`src/rtl/ecc_pkg.sv`:
```
// rtl/ecc_pkg.sv - shared constants and helpers for the ECC operand loader
package ecc_pkg;

    localparam int ECC_OPW = 32;

    localparam logic [1:0] ST_IDLE = 2'd0;
    localparam logic [1:0] ST_LOAD = 2'd1;
    localparam logic [1:0] ST_DONE = 2'd2;

    // Ceiling log2, at least 1 so a count of 0..1 still gets one bit
    function automatic int clog2(input int v);
        int r;
        r = 0;
        while ((1 << r) < v) begin
            r++;
        end
        if (r == 0) begin
            r = 1;
        end
        return r;
    endfunction

endpackage

```
`src/rtl/ecc_load_lane.sv`:
```
// rtl/ecc_load_lane.sv - one operand channel: OPW register with LSB/MSB-first beat insertion
module ecc_load_lane
    import ecc_pkg::*;
#(
    parameter int OPW       = ECC_OPW,
    parameter int DW        = 4,
    parameter int IW        = 4,
    parameter bit MSB_FIRST = 1'b0
) (
    input  logic           i_clk,
    input  logic           i_rst_n,
    input  logic           i_clr,
    input  logic           i_we,
    input  logic [IW-1:0]  i_idx,
    input  logic [DW-1:0]  i_data,
    output logic [OPW-1:0] o_op
);

    logic [OPW-1:0] op_q;
    logic [OPW-1:0] op_d;
    logic [OPW-1:0] op_ins;

    // Operand value after inserting the current beat
    generate
        if (MSB_FIRST) begin : g_msb
            logic unused_idx;
            assign unused_idx = ^i_idx;
            if (DW == OPW) begin : g_full
                assign op_ins = i_data;
            end else begin : g_shift
                assign op_ins = {op_q[OPW-DW-1:0], i_data};
            end
        end else begin : g_lsb
            // Replace only the slot addressed by the beat index
            always_comb begin
                op_ins = op_q;
                op_ins[int'(i_idx)*DW +: DW] = i_data;
            end
        end
    endgenerate

    // Clear dominates a write so a beat coinciding with start/clear is dropped
    always_comb begin
        op_d = op_q;
        if (i_clr) begin
            op_d = '0;
        end else if (i_we) begin
            op_d = op_ins;
        end
    end

    // Operand register
    always_ff @(posedge i_clk or negedge i_rst_n) begin
        if (!i_rst_n) begin
            op_q <= '0;
        end else begin
            op_q <= op_d;
        end
    end

    assign o_op = op_q;

endmodule

```
`src/rtl/ecc_operand_loader.sv`:
```
// rtl/ecc_operand_loader.sv - serial-to-parallel operand loader: FSM, beat counter and lane array
module ecc_operand_loader
    import ecc_pkg::*;
#(
    parameter int OPW       = ECC_OPW,
    parameter int DW        = 4,
    parameter int NOPS      = 5,
    parameter bit MSB_FIRST = 1'b0,
    localparam int BEATS    = OPW / DW,
    localparam int CW       = clog2(BEATS + 1)
) (
    input  logic                i_clk,
    input  logic                i_rst_n,
    input  logic                i_start,
    input  logic                i_clear,
    input  logic                i_valid,
    input  logic [NOPS*DW-1:0]  i_data,
    output logic                o_ready,
    output logic                o_busy,
    output logic                o_load_done,
    output logic [CW-1:0]       o_beat_cnt,
    output logic [NOPS*OPW-1:0] o_operands
);

    generate
        if ((OPW % DW) != 0) begin : g_bad_width
            $error("ecc_operand_loader: OPW must be a multiple of DW");
        end
    endgenerate

    logic [1:0]    state_q;
    logic [1:0]    state_d;
    logic [CW-1:0] cnt_q;
    logic [CW-1:0] cnt_d;
    logic          accept;
    logic          lane_clr;

    // A beat is taken only in LOAD and only when no control request is pending
    assign accept   = (state_q == ST_LOAD) && i_valid && !i_start && !i_clear;
    assign lane_clr = i_start || i_clear;

    // Next state and beat count; start beats clear, clear beats a beat
    always_comb begin
        state_d = state_q;
        cnt_d   = cnt_q;
        if (i_start) begin
            state_d = ST_LOAD;
            cnt_d   = '0;
        end else if (i_clear) begin
            state_d = ST_IDLE;
            cnt_d   = '0;
        end else if (accept) begin
            cnt_d = cnt_q + CW'(1);
            if (cnt_q == CW'(BEATS - 1)) begin
                state_d = ST_DONE;
            end
        end
    end

    // State and counter registers
    always_ff @(posedge i_clk or negedge i_rst_n) begin
        if (!i_rst_n) begin
            state_q <= ST_IDLE;
            cnt_q   <= '0;
        end else begin
            state_q <= state_d;
            cnt_q   <= cnt_d;
        end
    end

    assign o_ready     = (state_q == ST_LOAD);
    assign o_busy      = (state_q == ST_LOAD);
    assign o_load_done = (state_q == ST_DONE);
    assign o_beat_cnt  = cnt_q;

    generate
        for (genvar c = 0; c < NOPS; c++) begin : g_lane
            ecc_load_lane #(
                .OPW       (OPW),
                .DW        (DW),
                .IW        (CW),
                .MSB_FIRST (MSB_FIRST)
            ) u_lane (
                .i_clk   (i_clk),
                .i_rst_n (i_rst_n),
                .i_clr   (lane_clr),
                .i_we    (accept),
                .i_idx   (cnt_q),
                .i_data  (i_data[c*DW +: DW]),
                .o_op    (o_operands[c*OPW +: OPW])
            );
        end
    endgenerate

endmodule
```
`config.mk`:
```
export PLATFORM = sky130hd
export DESIGN_NAME = ecc_operand_loader
export DESIGN_NICKNAME = d
export VERILOG_FILES = /design/src/rtl/ecc_pkg.sv /design/src/rtl/ecc_load_lane.sv /design/src/rtl/ecc_operand_loader.sv
export SDC_FILE = /design/constraint.sdc
export NUM_CORES = 1
export LEC_CHECK = 0
export CORE_ASPECT_RATIO = 0.8
export CORE_MARGIN = 4
export CORE_UTILIZATION = 25
export CTS_CLUSTER_SIZE = 12
export DETAILED_ROUTE_END_ITERATION = 16
export GPL_TIMING_DRIVEN = 0
export HOLD_SLACK_MARGIN = 0.06
export SLEW_MARGIN = 30
export SYNTH_ARGS = -nofsm -noshare
export SYNTH_HDL_FRONTEND = slang
export SYNTH_SLANG_ARGS = --single-unit
```
`constraint.sdc`:
```
create_clock -name i_clk -period 3.2 [get_ports i_clk]
set_input_delay 0.64 -clock i_clk [delete_from_list [all_inputs] [get_ports i_clk]]
set_output_delay 0.64 -clock i_clk [all_outputs]
set_load 0.01 [all_outputs]
```
==> metrics.yaml, run 1 <==
drt:
  drt_iter0_drc: 275
  drt_first_pass_iters: 4
  postRouteWirelength_mm: 20.69
  drt-wirelength-per-cell_um: 21.24
  antenna_violating_nets_post_route: 0
  vias_cell: 4.795
  via_count: 4670
  detail_route.drc_violations: 0
timing:
  worst_slack_ps: 442.8
  setup_total_negative_slack_ps: 0
  final-max-slew-violation-count: 0
  grt_setup_unrepaired: "false"
  fin_clk_skew_ps: 6.973
  final_period_minus_worst_setup_slack_ps: 2757
  final.hold.worst_slack_ps: 199.7
  report.final.hold_viol_count: 0
  final_cycle_share_pct: 86.16
  slew_headroom_pct: 56.77
  tightestPinTransition_ps: 648.4
  timing.fmax_ghz: 0.3627
  finalSetupViolations: 0
grt:
  antenna_found_initial: 0
  grt_max_degree: 85
  grt_pass1_wl_mm: 31.35
  use_met3_pct: 5.531
  global_route.overflow_total: 0
  gr-usage-all-layers_pct: 14.90
  grt_pass1_vias: 4846
  grt_use_met1_pct: 21.60
  top_usage_layer: "met1"
  met2_usage_pct: 21.20
power:
  power_switching_share_pct: 22.98
  finalPower_mw: 4.533
  internal_power_contribution_mw: 3.491
  share_of_power_burned_in_the_clock_network_pct: 48.3
  power.static_leakage_nw: 4.047
  vdd_ir_drop_max_mv: 0.2971
  power_frac_comb_pct: 5.1
  part_of_the_power_in_registers_pct: 46.6
  pwr_density_cell_nw_per_um2: 498.4
  net_switching_component_of_the_power_mw: 1.042
synth:
  synth_async_sr_flop_share_pct: 100.0
  postSynthNetCount: 479
  synth_area_per_cell_um2: 14.01
  synth-seq-cells: 166
  mappedNetlistArea_um2: 6317
  synth_ff_type: "sky130_fd_sc_hd__dfrtp_1"
  sequential_to_total_area_share_from_yosys_stat_pct: 65.76
  synthesis.instances: 451
  synth_cell_types: 37
  synth-edff-count: 0
  yosys_warnings: 0
layout:
  post_route_cells_drive_above_1_share_pct: 9.604
  post-route-cell-area_um2: 9095
  layout-area-overhead-vs-synth_pct: 43.97
  mostFrequentLayoutCell: "sky130_fd_sc_hd__clkdlybuf4s50_1"
  final_nets: 671
  layout_common_cells: "sky130_fd_sc_hd__clkdlybuf4s50_1 (171), sky130_fd_sc_hd__dfrtp_1 (166), sky130_fd_sc_hd__a22o_1 (160)"
  finish.utilization_pct: 36.92
  layout_cells_excl_fill: 974
  n_antenna_cell: 0
clock_network:
  post_cts_resized: 0
  clock_tree.buffer_depth: 2
  htree_num_levels: 4
  clkSinkCount: 166
  postCtsSetupRepairBufs: 0
  clk_root_buffer_cell: "sky130_fd_sc_hd__clkbuf_16"
  clkTransAtPathRegs_ps: 70
  hold_buffers: 0
  clock_tree_from_tritoncts: "built"
  tritoncts.num_buffers: 17
  clk-insertion-delay-late_ps: 410
place:
  preCtsSetupSlack_ps: 327.0
  placed_cell_count: 942
  port_buffers: 172
  finalWeightedCongestion: 0.8618
  detailedPlacementHpwl_mm: 14.72
  dpl_cell_area_um2: 8469
worst_setup_path:
  cp.required_ps: 3550
  cp_max_fo: 10
  timing.critical_path.cells: "buf_2 -> inv_1 -> ha_1 -> or3b_1 -> nor3_1 -> buf_2 -> a22o_1"
  type_of_destination_of_the_critical_path: "flip-flop"
  worst_path_dominant_cell_family: "simple AND/OR/NAND/NOR gates"
  startpoint_type: "flip-flop"
  path_class: "reg -> reg"
  critPathSlowestCell: "sky130_fd_sc_hd__nor3_1"
  arrival_ps: 3110
  cell_repeated_most_along_the_worst_path: "sky130_fd_sc_hd__buf_2"
  slowest_delay_ps: 550
  worst_path_buf_inv: 3
min_path:
  min_path_type: "in -> async"
floorplanning:
  core_ar_um2: 24630
  placementRows: 51
  floorplan.die_area_um2: 27890
  pin_count: 192
  die_height_um: 150.2
  initial_core_util_pct: 25.65
  die-width_um: 185.7
outcome:
  result_of_the_run: "completed"
run:
  drv.max_cap_violation_count: 0
[registers in the layout, indices dropped and copies added (netlist names)]
name / flops
state_q: 2
g_lane.u_lane.o_op: 160
o_beat_cnt: 4
[logic make-up after synthesis]
logic type | share of synthesized area [%]
AOI/OAI and AO/OA | 24.18
xor gates and xnor gates | 0.2773
adders and majority gates | 0.5942
buffers and inverters | 5.288
DFF | 65.76
and+or+nand+nor | 3.902
[routing by layer]
metal	routed length [µm]	part of all wire [%]
met4	178	0.86
met3	1717	8.3
met1	9789	47
met2	9006	44
met5	0	0
[final cells by class]
type / instances / area (µm²)
tap: 318 / 397.9
multi-input combinational: 223 / 1829
timing repair buffer: 173 / 1754
sequential: 166 / 4154
inverter: 6 / 22.52
fill: 2374 / 15540
clock inverter: 10 / 141.4
clock buffer: 22 / 484.2
buffer: 56 / 311.5
[Yosys cell counts, types with 2 or more instances]
cell type,instances,area [µm²]
sky130_fd_sc_hd__buf_1,19,71.32
sky130_fd_sc_hd__nor2b_1,4,25.02
sky130_fd_sc_hd__nand2_1,6,22.52
sky130_fd_sc_hd__a21oi_1,5,25.02
sky130_fd_sc_hd__o31a_1,3,26.28
sky130_fd_sc_hd__nand4_1,2,12.51
sky130_fd_sc_hd__clkbuf_1,13,48.80
sky130_fd_sc_hd__nand3_1,2,10.01
sky130_fd_sc_hd__a22o_1,160,1401
sky130_fd_sc_hd__buf_2,12,60.06
sky130_fd_sc_hd__buf_6,11,123.9
sky130_fd_sc_hd__inv_1,6,22.52
sky130_fd_sc_hd__o21a_1,3,22.52
sky130_fd_sc_hd__nand3b_1,3,22.52
sky130_fd_sc_hd__nor3_1,7,35.03
sky130_fd_sc_hd__dfrtp_1,166,4154
sky130_fd_sc_hd__ha_1,3,37.54
sky130_fd_sc_hd__nor2_1,7,26.28
[final timing paths]
check                                     startpoint                   endpoint  slack, ps  depth (start not counted)
max                                    o_beat_cnt[0]  g_lane[2].u_lane.o_op[15]        440                          7
min in group i_clk         g_lane[4].u_lane.o_op[18]  g_lane[4].u_lane.o_op[18]        500                          1
min reg2reg                g_lane[4].u_lane.o_op[18]  g_lane[4].u_lane.o_op[18]        500                          1
max reg2reg                            o_beat_cnt[0]  g_lane[2].u_lane.o_op[15]        440                          7
max in group asynchronous                    i_rst_n   g_lane[2].u_lane.o_op[1]       2160                          2
min                                          i_rst_n   g_lane[0].u_lane.o_op[1]        200                          1
[power by group through the flow]
| stage | registers (mW) | clock network [mW] | logic [mW] |
|---|---|---|---|
| finish | 2.11 | 2.19 | 0.232 |
| global route | 2.11 | 2.33 | 0.259 |
| CTS | 2.11 | 2.25 | 0.239 |
| detailed placement | 2.15 | 0 | 0.239 |
| global placement | 2.15 | 0 | 0.234 |
| floorplan | 2.15 | 0 | 0.102 |
Note: power is estimated with default switching activity, not from simulation.
==> inputs of run 2 (changes only) <==
--- a/config.mk
+++ b/config.mk
@@ -8,6 +8,7 @@
 export CORE_ASPECT_RATIO = 0.8
 export CORE_MARGIN = 4
 export CORE_UTILIZATION = 25
+export CTS_CLUSTER_DIAMETER = 200
 export CTS_CLUSTER_SIZE = 12
 export DETAILED_ROUTE_END_ITERATION = 16
 export GPL_TIMING_DRIVEN = 0
==> results of run 2 <==
Same layout as run 1: the final DEF is identical, and so are final timing and power.
